## config.mk

```make
export PLATFORM = sky130hd
export DESIGN_NAME = if_fetch_unit
export DESIGN_NICKNAME = d
export VERILOG_FILES = /design/src/rtl/fetch_pkg.sv /design/src/rtl/fetch_buffer.sv /design/src/rtl/if_fetch_unit.sv
export SDC_FILE = /design/constraint.sdc
export NUM_CORES = 1
export LEC_CHECK = 0
export ABC_AREA = 1
export CAP_MARGIN = 20
export CORE_MARGIN = 3
export CORE_UTILIZATION = 47
export DETAILED_ROUTE_END_ITERATION = 6
export PLACE_DENSITY = 0.78
export SLEW_MARGIN = 0
export SYNTH_ARGS = -nofsm -noshare
export SYNTH_HDL_FRONTEND = slang
export SYNTH_HIERARCHICAL = 1
export SYNTH_SLANG_ARGS = --single-unit
```

## constraint.sdc

```tcl
create_clock -name clk -period 3.9 [get_ports clk]
set_input_delay 0.78 -clock clk [delete_from_list [all_inputs] [get_ports clk]]
set_output_delay 0.78 -clock clk [all_outputs]
set_load 0.1 [all_outputs]
```

## src/rtl/fetch_pkg.sv

```systemverilog
// Shared types and constants for the instruction-fetch stage.
package fetch_pkg;

    localparam int unsigned XLEN = 32;
    localparam int unsigned ILEN = 32;
    localparam logic [ILEN-1:0] NOP_INSTR = 32'h0000_0013;

    typedef enum logic [1:0] {
        BOOT,
        RUN,
        DRAIN
    } fetch_state_e;

    typedef struct packed {
        logic [XLEN-1:0] pc;
        logic [ILEN-1:0] instr;
    } fetch_entry_t;

endpackage

```

## src/rtl/fetch_buffer.sv

```systemverilog
// Small circular FIFO with push, pop, flush and occupancy count. Storage resets to RESET_VAL
// so the head reads a defined value straight out of reset.
module fetch_buffer #(
    parameter int unsigned      DEPTH     = 2,
    parameter int unsigned      WIDTH     = 64,
    parameter logic [WIDTH-1:0] RESET_VAL = '0,
    localparam int unsigned     CntW      = $clog2(DEPTH + 1)
) (
    input  logic             clk,
    input  logic             rst_in,
    input  logic             push_i,
    input  logic [WIDTH-1:0] push_data_i,
    input  logic             pop_i,
    input  logic             flush_i,
    output logic [WIDTH-1:0] head_o,
    output logic [CntW-1:0]  count_o
);

    localparam int unsigned PtrW = (DEPTH > 1) ? $clog2(DEPTH) : 1;

    logic [WIDTH-1:0] mem_q [DEPTH];
    logic [PtrW-1:0]  wr_ptr_q, wr_ptr_d;
    logic [PtrW-1:0]  rd_ptr_q, rd_ptr_d;
    logic [CntW-1:0]  count_q, count_d;

    function automatic logic [PtrW-1:0] ptr_inc(input logic [PtrW-1:0] p);
        return (p == PtrW'(DEPTH - 1)) ? '0 : p + PtrW'(1);
    endfunction

    // Pointer and occupancy next-state; flush wins over push/pop.
    always_comb begin
        wr_ptr_d = wr_ptr_q;
        rd_ptr_d = rd_ptr_q;
        count_d  = count_q;
        if (flush_i) begin
            wr_ptr_d = '0;
            rd_ptr_d = '0;
            count_d  = '0;
        end else begin
            if (push_i) wr_ptr_d = ptr_inc(wr_ptr_q);
            if (pop_i)  rd_ptr_d = ptr_inc(rd_ptr_q);
            count_d = count_q + CntW'(push_i) - CntW'(pop_i);
        end
    end

    // State and storage registers.
    always_ff @(posedge clk or negedge rst_in) begin
        if (!rst_in) begin
            for (int unsigned i = 0; i < DEPTH; i++) mem_q[i] <= RESET_VAL;
            wr_ptr_q <= '0;
            rd_ptr_q <= '0;
            count_q  <= '0;
        end else begin
            if (push_i && !flush_i) mem_q[wr_ptr_q] <= push_data_i;
            wr_ptr_q <= wr_ptr_d;
            rd_ptr_q <= rd_ptr_d;
            count_q  <= count_d;
        end
    end

    assign head_o  = mem_q[rd_ptr_q];
    assign count_o = count_q;

endmodule

```

## src/rtl/if_fetch_unit.sv

```systemverilog
// Instruction-fetch stage: next-PC selection, credit-limited in-order imem requests, a
// response buffer towards decode and redirect handling that drops stale responses.
// XLEN must match fetch_pkg::XLEN since buffer entries use fetch_entry_t.
module if_fetch_unit #(
    parameter int unsigned     XLEN     = 32,
    parameter logic [XLEN-1:0] RESET_PC = '0,
    parameter int unsigned     DEPTH    = 2
) (
    input  logic            clk,
    input  logic            rst_in,
    input  logic [XLEN-1:0] pc_i,
    output logic [XLEN-1:0] pc_next_o,
    output logic            imem_req_valid_o,
    output logic [XLEN-1:0] imem_req_addr_o,
    input  logic            imem_req_ready_i,
    input  logic            imem_rsp_valid_i,
    input  logic [31:0]     imem_rsp_data_i,
    input  logic            redirect_i,
    input  logic [XLEN-1:0] redirect_pc_i,
    output logic            id_valid_o,
    input  logic            id_ready_i,
    output logic [31:0]     id_instr_o,
    output logic [XLEN-1:0] id_pc_o,
    output logic [XLEN-1:0] id_pc_plus4_o
);

    import fetch_pkg::*;

    localparam int unsigned CntW = $clog2(DEPTH + 1);

    fetch_state_e    state_q, state_d;
    logic [CntW-1:0] drop_cnt_q, drop_cnt_d;
    logic [CntW-1:0] out_cnt, cnt;
    logic [CntW:0]   occupancy;
    logic            fire, pop, push, discard;
    logic [XLEN-1:0] tag_head;
    fetch_entry_t    buf_head, buf_push_data;

    assign pop       = id_valid_o & id_ready_i;
    // Credits: every outstanding request must have a buffer slot once it returns. Popping this
    // cycle frees a slot immediately so a 1-cycle memory sustains full rate.
    assign occupancy = {1'b0, out_cnt} + {1'b0, cnt} - {{CntW{1'b0}}, pop};
    assign imem_req_valid_o = (state_q != BOOT) & ~redirect_i
                              & (occupancy < (CntW + 1)'(DEPTH));
    assign imem_req_addr_o  = pc_i;
    assign fire             = imem_req_valid_o & imem_req_ready_i;

    // Responses from the abandoned path are dropped, including one arriving with the redirect.
    assign discard       = (drop_cnt_q != '0) | redirect_i;
    assign push          = imem_rsp_valid_i & ~discard;
    assign buf_push_data = {tag_head, imem_rsp_data_i};

    assign id_valid_o    = (cnt != '0) & ~redirect_i;
    assign id_instr_o    = buf_head.instr;
    assign id_pc_o       = buf_head.pc;
    assign id_pc_plus4_o = buf_head.pc + XLEN'(4);

    // Next-PC mux; reset term is combinational so the PC register sees RESET_PC immediately.
    always_comb begin
        pc_next_o = pc_i;
        if (!rst_in) begin
            pc_next_o = RESET_PC;
        end else if (redirect_i) begin
            pc_next_o = redirect_pc_i & ~XLEN'(3);
        end else if (fire) begin
            pc_next_o = pc_i + XLEN'(4);
        end
    end

    // FSM next state and drop counter.
    always_comb begin
        state_d    = state_q;
        drop_cnt_d = drop_cnt_q;
        if (redirect_i) begin
            drop_cnt_d = out_cnt - CntW'(imem_rsp_valid_i);
        end else if (imem_rsp_valid_i && drop_cnt_q != '0) begin
            drop_cnt_d = drop_cnt_q - CntW'(1);
        end
        case (state_q)
            BOOT:    state_d = RUN;
            RUN:     if (redirect_i && drop_cnt_d != '0) state_d = DRAIN;
            DRAIN:   if (drop_cnt_d == '0) state_d = RUN;
            default: state_d = BOOT;
        endcase
    end

    // FSM and drop counter registers.
    always_ff @(posedge clk or negedge rst_in) begin
        if (!rst_in) begin
            state_q    <= BOOT;
            drop_cnt_q <= '0;
        end else begin
            state_q    <= state_d;
            drop_cnt_q <= drop_cnt_d;
        end
    end

    // In-flight PC tags; its occupancy is the outstanding-request count. Never flushed so that
    // dropped responses still retire their tag in order.
    fetch_buffer #(
        .DEPTH     (DEPTH),
        .WIDTH     (XLEN),
        .RESET_VAL ('0)
    ) u_tag_queue (
        .clk         (clk),
        .rst_in      (rst_in),
        .push_i      (fire),
        .push_data_i (pc_i),
        .pop_i       (imem_rsp_valid_i),
        .flush_i     (1'b0),
        .head_o      (tag_head),
        .count_o     (out_cnt)
    );

    // Instruction buffer towards decode.
    fetch_buffer #(
        .DEPTH     (DEPTH),
        .WIDTH     ($bits(fetch_entry_t)),
        .RESET_VAL ({RESET_PC, NOP_INSTR})
    ) u_instr_buf (
        .clk         (clk),
        .rst_in      (rst_in),
        .push_i      (push),
        .push_data_i (buf_push_data),
        .pop_i       (pop),
        .flush_i     (redirect_i),
        .head_o      (buf_head),
        .count_o     (cnt)
    );

    // Memory protocol checks.
    assert property (@(posedge clk) disable iff (!rst_in) imem_rsp_valid_i |-> out_cnt != '0);
    assert property (@(posedge clk) disable iff (!rst_in) out_cnt <= CntW'(DEPTH));

endmodule

```

==> Yosys cells after proc, flatten, opt, wreduce, memory -nomap -nowiden <==
Cells that the tools add are included.
{ "word_totals": {"out_inout_bits": 162, "word_cells": 94, "n_memories": 0, "rom_bits": 0, "ff_bits": 204, "latch_bits": 0, "inputBits": 102, "mem_bits_rw": 0} }
{ "classes": {"mul": 0, "n_div": 0, "n_reduce_logical": 15, "add_sub_neg": 14, "n_shift": 0, "eq_ne": 4, "n_bitwise": 13, "mux": 29, "n_lt_le_gt_ge": 7} }
{ "op_table": {"columns": ["cell", "n"], "rows": [
  ["64-bit two-way mux", 4],
  ["32-bit two-way mux", 7],
  ["128-bit bitwise mux", 1],
  ["32-bit by 3-bit adder with 32-bit output (second input constant)", 2],
  ["64-bit bitwise mux", 1],
  ["64-bit demux with 1-bit select", 1],
  ["32-bit demux with 1-bit select", 1],
  ["2-bit nonzero test", 6],
  ["2-bit two-way mux", 5],
  ["2-bit greater-or-equal comparator (second input constant)", 4],
  ["1-bit two-way mux", 8],
  ["1-bit inverter with 2-bit output", 4],
  ["1-bit bitwise AND", 6],
  ["2-bit case mux with 3 select lines", 1],
  ["2-bit by 1-bit subtractor with 2-bit output", 3],
  ["1-bit logical AND", 5],
  ["1-bit adder (second input constant)", 4],
  ["2-bit by 1-bit adder with 2-bit output", 2],
  ["2-bit zero test", 2],
  ["2-bit by 1-bit < comparator with 1-bit output (second input constant)", 2],
  ["2-bit inequality test (second input constant)", 2],
  ["2-bit by 2-bit adder with 3-bit output", 1],
  ["3-bit by 2-bit < comparator with 1-bit output (second input constant)", 1],
  ["3-bit by 1-bit subtractor with 3-bit output", 1],
  ["7 further kinds", 8]
]} }

==> Longest topological paths before layout <==
{ "logic_depth": {"word_depth": 10, "depth_mapped": 17, "ltp_nobuf": 16} }

==> By module <==
The synthesis kept the hierarchy.
{ "by_module_without_submodules": {"columns": ["module", "area_per_inst_um2", "cells_each", "seq_area_each_um2", "n_inst"], "rows": [
  ["fetch_buffer (u_instr_buf)", 6089.6, 573, 3310.7, 1],
  ["fetch_buffer (u_tag_queue)", 3095.5, 299, 1701.6, 1],
  ["if_fetch_unit", 2845.2, 554, 100.1, 1]
]} }

==> Least setup slack after synthesis <==
No wires, ideal clock.
{ "synth_timing": {"path_type": "input -> output", "start": "input port redirect_i", "end": "output port pc_next_o[4]", "path_stages": 13, "setup_slack_ps": -3010, "required_time_ps": 3120, "path_buffers": 2, "t_arrival_ps": 6130, "cell_sequence": "buf_6 -> a21oi_1 -> and2_1 -> ha_1 -> or2_2 -> fa_1 -> nand2_2 -> nor2_4 -> nand3_4 -> inv_2 -> buf_4 -> nand3b_1 -> a31oi_1"} }
{ "synth_via": {"elab_chain_cells": 10, "word_cells_on_any_way": 11, "cone_classes": "add/sub (1); order compare (1); mux (3); bitwise (6)"} }
{ "synth_lines": {"columns": ["item", "line", "text"], "rows": [
  ["start: declaration", "if_fetch_unit.sv:18", "input logic redirect_i,"],
  ["1-bit inverter", "if_fetch_unit.sv:53", "assign id_valid_o = (cnt != '0) & ~redirect_i;"],
  ["1-bit bitwise AND", "if_fetch_unit.sv:53", null],
  ["named net id_valid_o", "if_fetch_unit.sv:20", "output logic id_valid_o,"],
  ["1-bit bitwise AND", "if_fetch_unit.sv:39", "assign pop = id_valid_o & id_ready_i;"],
  ["named net pop", "if_fetch_unit.sv:35", "logic fire, pop, push, discard;"],
  ["3-bit by 1-bit subtractor with 3-bit output", "if_fetch_unit.sv:42", "assign occupancy = {1'b0, out_cnt} + {1'b0, cnt} - {{CntW{1'b0}}, pop};"],
  ["3-bit by 2-bit < comparator with 1-bit output", "if_fetch_unit.sv:44", "& (occupancy < (CntW + 1)'(DEPTH));"],
  ["1-bit bitwise AND", "if_fetch_unit.sv:44", null],
  ["1-bit bitwise AND", "if_fetch_unit.sv:46", "assign fire = imem_req_valid_o & imem_req_ready_i;"],
  ["named net fire", "if_fetch_unit.sv:35", null],
  ["32-bit two-way mux", "if_fetch_unit.sv:65", "end else if (fire) begin"],
  ["32-bit two-way mux", "if_fetch_unit.sv:63", "end else if (redirect_i) begin"],
  ["32-bit two-way mux", "if_fetch_unit.sv:61", "if (!rst_in) begin"],
  ["end: declaration", "if_fetch_unit.sv:12", "output logic [XLEN-1:0] pc_next_o,"]
]} }
The timed path passes the listed nets, and every way through them passes these cells.

==> Final worst setup path <==
{ "layout_timing": {"start": "register u_instr_buf.count_q[0] (netlist: u_instr_buf/count_o[0])", "end": "output port pc_next_o[29]"} }
{ "layout_via": {"elab_chain_cells": 10, "word_cells_on_any_way": 11, "cone_classes": "add/sub (2); order compare (1); mux (3); bitwise (4); reduce/logical (1)"} }
{ "layout_lines": {"columns": ["item", "line", "text"], "rows": [
  ["start: declaration", "fetch_buffer.sv:24", "logic [CntW-1:0] count_q, count_d;"],
  ["start signal: assignment", "fetch_buffer.sv:57", "count_q <= count_d;"],
  ["2-bit nonzero test", "if_fetch_unit.sv:53", null],
  ["1-bit bitwise AND", "if_fetch_unit.sv:53", null],
  ["1-bit bitwise AND", "if_fetch_unit.sv:39", null],
  ["named net pop", "if_fetch_unit.sv:35", null],
  ["3-bit by 1-bit subtractor with 3-bit output", "if_fetch_unit.sv:42", null],
  ["3-bit by 2-bit < comparator with 1-bit output", "if_fetch_unit.sv:44", null],
  ["1-bit bitwise AND", "if_fetch_unit.sv:44", null],
  ["1-bit bitwise AND", "if_fetch_unit.sv:46", null],
  ["32-bit two-way mux", "if_fetch_unit.sv:65", null],
  ["32-bit two-way mux", "if_fetch_unit.sv:63", null],
  ["32-bit two-way mux", "if_fetch_unit.sv:61", null]
]} }
The timed path passes the listed nets, and every way through them passes these cells.

==> impl_metrics.env <==
export IMPL_die_area_sq_mm=0.0276
export IMPL_grt_pass1_vias=10354
export IMPL_placed_area_sq_mm=0.0156
export IMPL_layout_drive_gt1_share_pct=34.2
export IMPL_gp_congestion=0.847
export IMPL_cap_violations=0
export IMPL_synth_cell_types=43
export IMPL_p_leak_nw=7.88
export IMPL_grt_max_degree=73
export IMPL_grt_pass1_wl_mm=53.6
export IMPL_track_usage_pct=23.4
export IMPL_peakVddDrop_v=0.000778
export IMPL_gr_total_overflow=0
export IMPL_fin_ws_ns=-0.360
export IMPL_wirelength_mm=33.4
export IMPL_relSlewSlack_pct=45.2
export IMPL_worst_slew_pin_slew_ns=0.822
export IMPL_synth_common_cells="nand2_1 (368), dfrtp_1 (198), inv_1 (179)"
export IMPL_die_w_um=166
export IMPL_period_share_pct=109
export IMPL_synth_cells=1426
export IMPL_synth_top_area_share_pct=41.2
export IMPL_cts_buffers=22
export IMPL_cts_sinks=204
export IMPL_ys_flop_type="dfrtp_1"
export IMPL_pre_cts_ws_ns=-0.738
export IMPL_endpoint_kind="output port"
export IMPL_area_delta_synth_final_pct=38.8
export IMPL_hpwl_mm=24.3
export IMPL_routed_via_density=5.19
export IMPL_syn_cell_area_sq_mm=0.0120
export IMPL_cp_max_fo=6
export IMPL_synth_warnings=6
export IMPL_min_period_ns=4.26
export IMPL_path_clk_slew_ns=0.06
export IMPL_fmax_mhz=235
export IMPL_maxSlewViolCount=0
export IMPL_drt_first_pass_iters=5
export IMPL_crit_type="reg2out"
export IMPL_status="complete, but fails checks"
export IMPL_rsz0062_at_grt="true"
export IMPL_power_density_mw_per_mm2=688
export IMPL_ys_ff_latch=204
export IMPL_drt_iter0_drc=823
export IMPL_start_kind="flop"
export IMPL_clock_latency_ns=0.50
export IMPL_row_count=57
export IMPL_final_area_sq_mm=0.0167
export IMPL_hold_path_class="in2async"
export IMPL_required_ns=3.12
export IMPL_ios=264
export IMPL_cts_tree="done"
export IMPL_yosysMostFrequentCell="nand2_1"
export IMPL_yosys_area_top_type="dfrtp_1"
export IMPL_avgRoutedWirePerCell_um=16.6
export IMPL_holdWs_ns=0.150
export IMPL_drtAntennaViolNets=0
export IMPL_via_count=10482
export IMPL_die_h_um=166
export IMPL_cts_buffer_depth=3
export IMPL_async_reset_ff_share_pct=100
export IMPL_seq_area_frac_synth_pct=42.5
export IMPL_fin_util_pct=67.5
export IMPL_antenna_found_initial=0
export IMPL_final_setup_skew_ns=0.00727
export IMPL_finalHoldViolCount=0
export IMPL_arrival_ns=3.48
export IMPL_core_sq_mm=0.0247
export IMPL_final_nets=1792
export IMPL_port_buffers=261
export IMPL_initial_core_util_pct=48.6
export IMPL_finalSetupViolCount=30
export IMPL_h_tree_depth=1
export IMPL_synthTopCellsByArea="dfrtp_1 (41%), nand2_1 (11%), mux2_2 (9.0%), o21ai_2 (6.3%), inv_1 (5.6%)"
export IMPL_cts_root_buf="clkbuf_16"
export IMPL_violations="negative setup slack"
export IMPL_ctsHoldBuffers=0
export IMPL_avgSynthCellArea_sq_um=8.44
export IMPL_diodes=0
export IMPL_synth_edff_count=0
export IMPL_drc=0
-- through the flow --
step	power, mW	instances	setup TNS (ns)
floorplan	7.76	1428	-23.58
global placement	9.22	1962	-21.98
detailed placement	9.31	1962	-22.82
CTS	11.5	2010	-7.50
global route	12.0	2018	-11.68
finish	11.5	2018	-7.79
-- metal layers --
layer	vias to the layer above	wire length (um)	global-route usage, %
li1	5035	-	-
met1	4949	14500	32.6
met2	440	15600	37.8
met3	58	2530	3.78
met4	0	840	6.76
met5	-	0	0
-- sequential cells by signal, indices dropped and copies added (netlist names) --
| name | cells |
|---|---|
| drop_cnt_q | 2 |
| state_q | 2 |
| u_instr_buf/count_o | 2 |
| u_instr_buf/mem_q | 128 |
| u_instr_buf/rd_ptr_q | 1 |
| u_instr_buf/wr_ptr_q | 1 |
| u_tag_queue/count_o | 2 |
| u_tag_queue/mem_q | 64 |
| u_tag_queue/rd_ptr_q | 1 |
| u_tag_queue/wr_ptr_q | 1 |
-- layout make-up --
cell class	count	area [sq um]
timing repair inverter	1	8.76
inverter	183	742
clock buffer	30	632
clock inverter	9	101
multi-input combinational	943	6150
fill	1920	8050
timing repair buffer	324	3550
sequential	204	5120
tap	324	405
-- critical path, stage by stage (launching register included) --
cell,delay (ns)
dfrtp_1,0.36
inv_2,0.06
a21oi_4,0.14
and2_4,0.17
ha_4,0.18
or2_4,0.22
fa_1,0.52
nand2_2,0.08
nor2_4,0.11
nand3_4,0.19
buf_6,0.19
buf_6,0.12
nor2_4,0.11
nand3_2,0.09
nand2_2,0.09
nor2_2,0.05
nor2_4,0.12
buf_12,0.18
-- path summary, 6_finish.rpt --
check	endpoint	startpoint	cells after the start	slack, ns
worst min-delay path	u_instr_buf/mem_q[97]	rst_in	1	0.15
worst max register to register	u_tag_queue/mem_q[32]	u_instr_buf/count_o[0]	18	0.52
min in group clk	u_instr_buf/mem_q[64]	u_instr_buf/mem_q[64]	2	0.47
max in group asynchronous	u_instr_buf/rd_ptr_q	rst_in	3	1.93
worst max-delay path	pc_next_o[29]	u_instr_buf/count_o[0]	17	-0.36
worst min register to register	u_instr_buf/mem_q[64]	u_instr_buf/mem_q[64]	2	0.47
-- logic make-up (layout without fill, tap and decap cells) --
group           count (synthesis)  count (layout)  share of synthesized area (%)
compound gates                262             262                           13.8
xor+xnor                       31              31                           2.26
fa+ha+maj                      11              11                           1.21
buf+inv                       281             547                           12.3
flops                         204             204                           42.5
mux                            96              96                           8.99
other cells                     1               3                         0.0312
simple gates                  540             540                           18.9
-- what timing repair did --
item                                    4_1_cts  5_1_grt
endpoints found under the setup margin       38       41
resized for setup                            52       25
pin swaps                                    19        7
cloned                                        1        0
buffers inserted                              8        8
-- layout by cell type (no fill, tap or decap), drive strengths merged, types with 9 or more instances in the layout --
master,n
nor2,89
clkinvlp,11
buf,227
clkdlybuf4s50,96
xnor2,9
clkbuf,30
a21oi,22
mux2,96
dfrtp,198
nand3,45
xor2,22
nor3,12
ha,10
inv,173
o21ai,231
nand4,12
nand2,369
-- where the power goes --
group	internal [mW]	total [mW]	switching (mW)
Sequential	2.72	3.02	0.295
Clock	1.27	2.09	0.826
Combinational	1.82	6.38	4.57
Total	5.81	11.5	5.69
(Power assumes the default switching activity.)
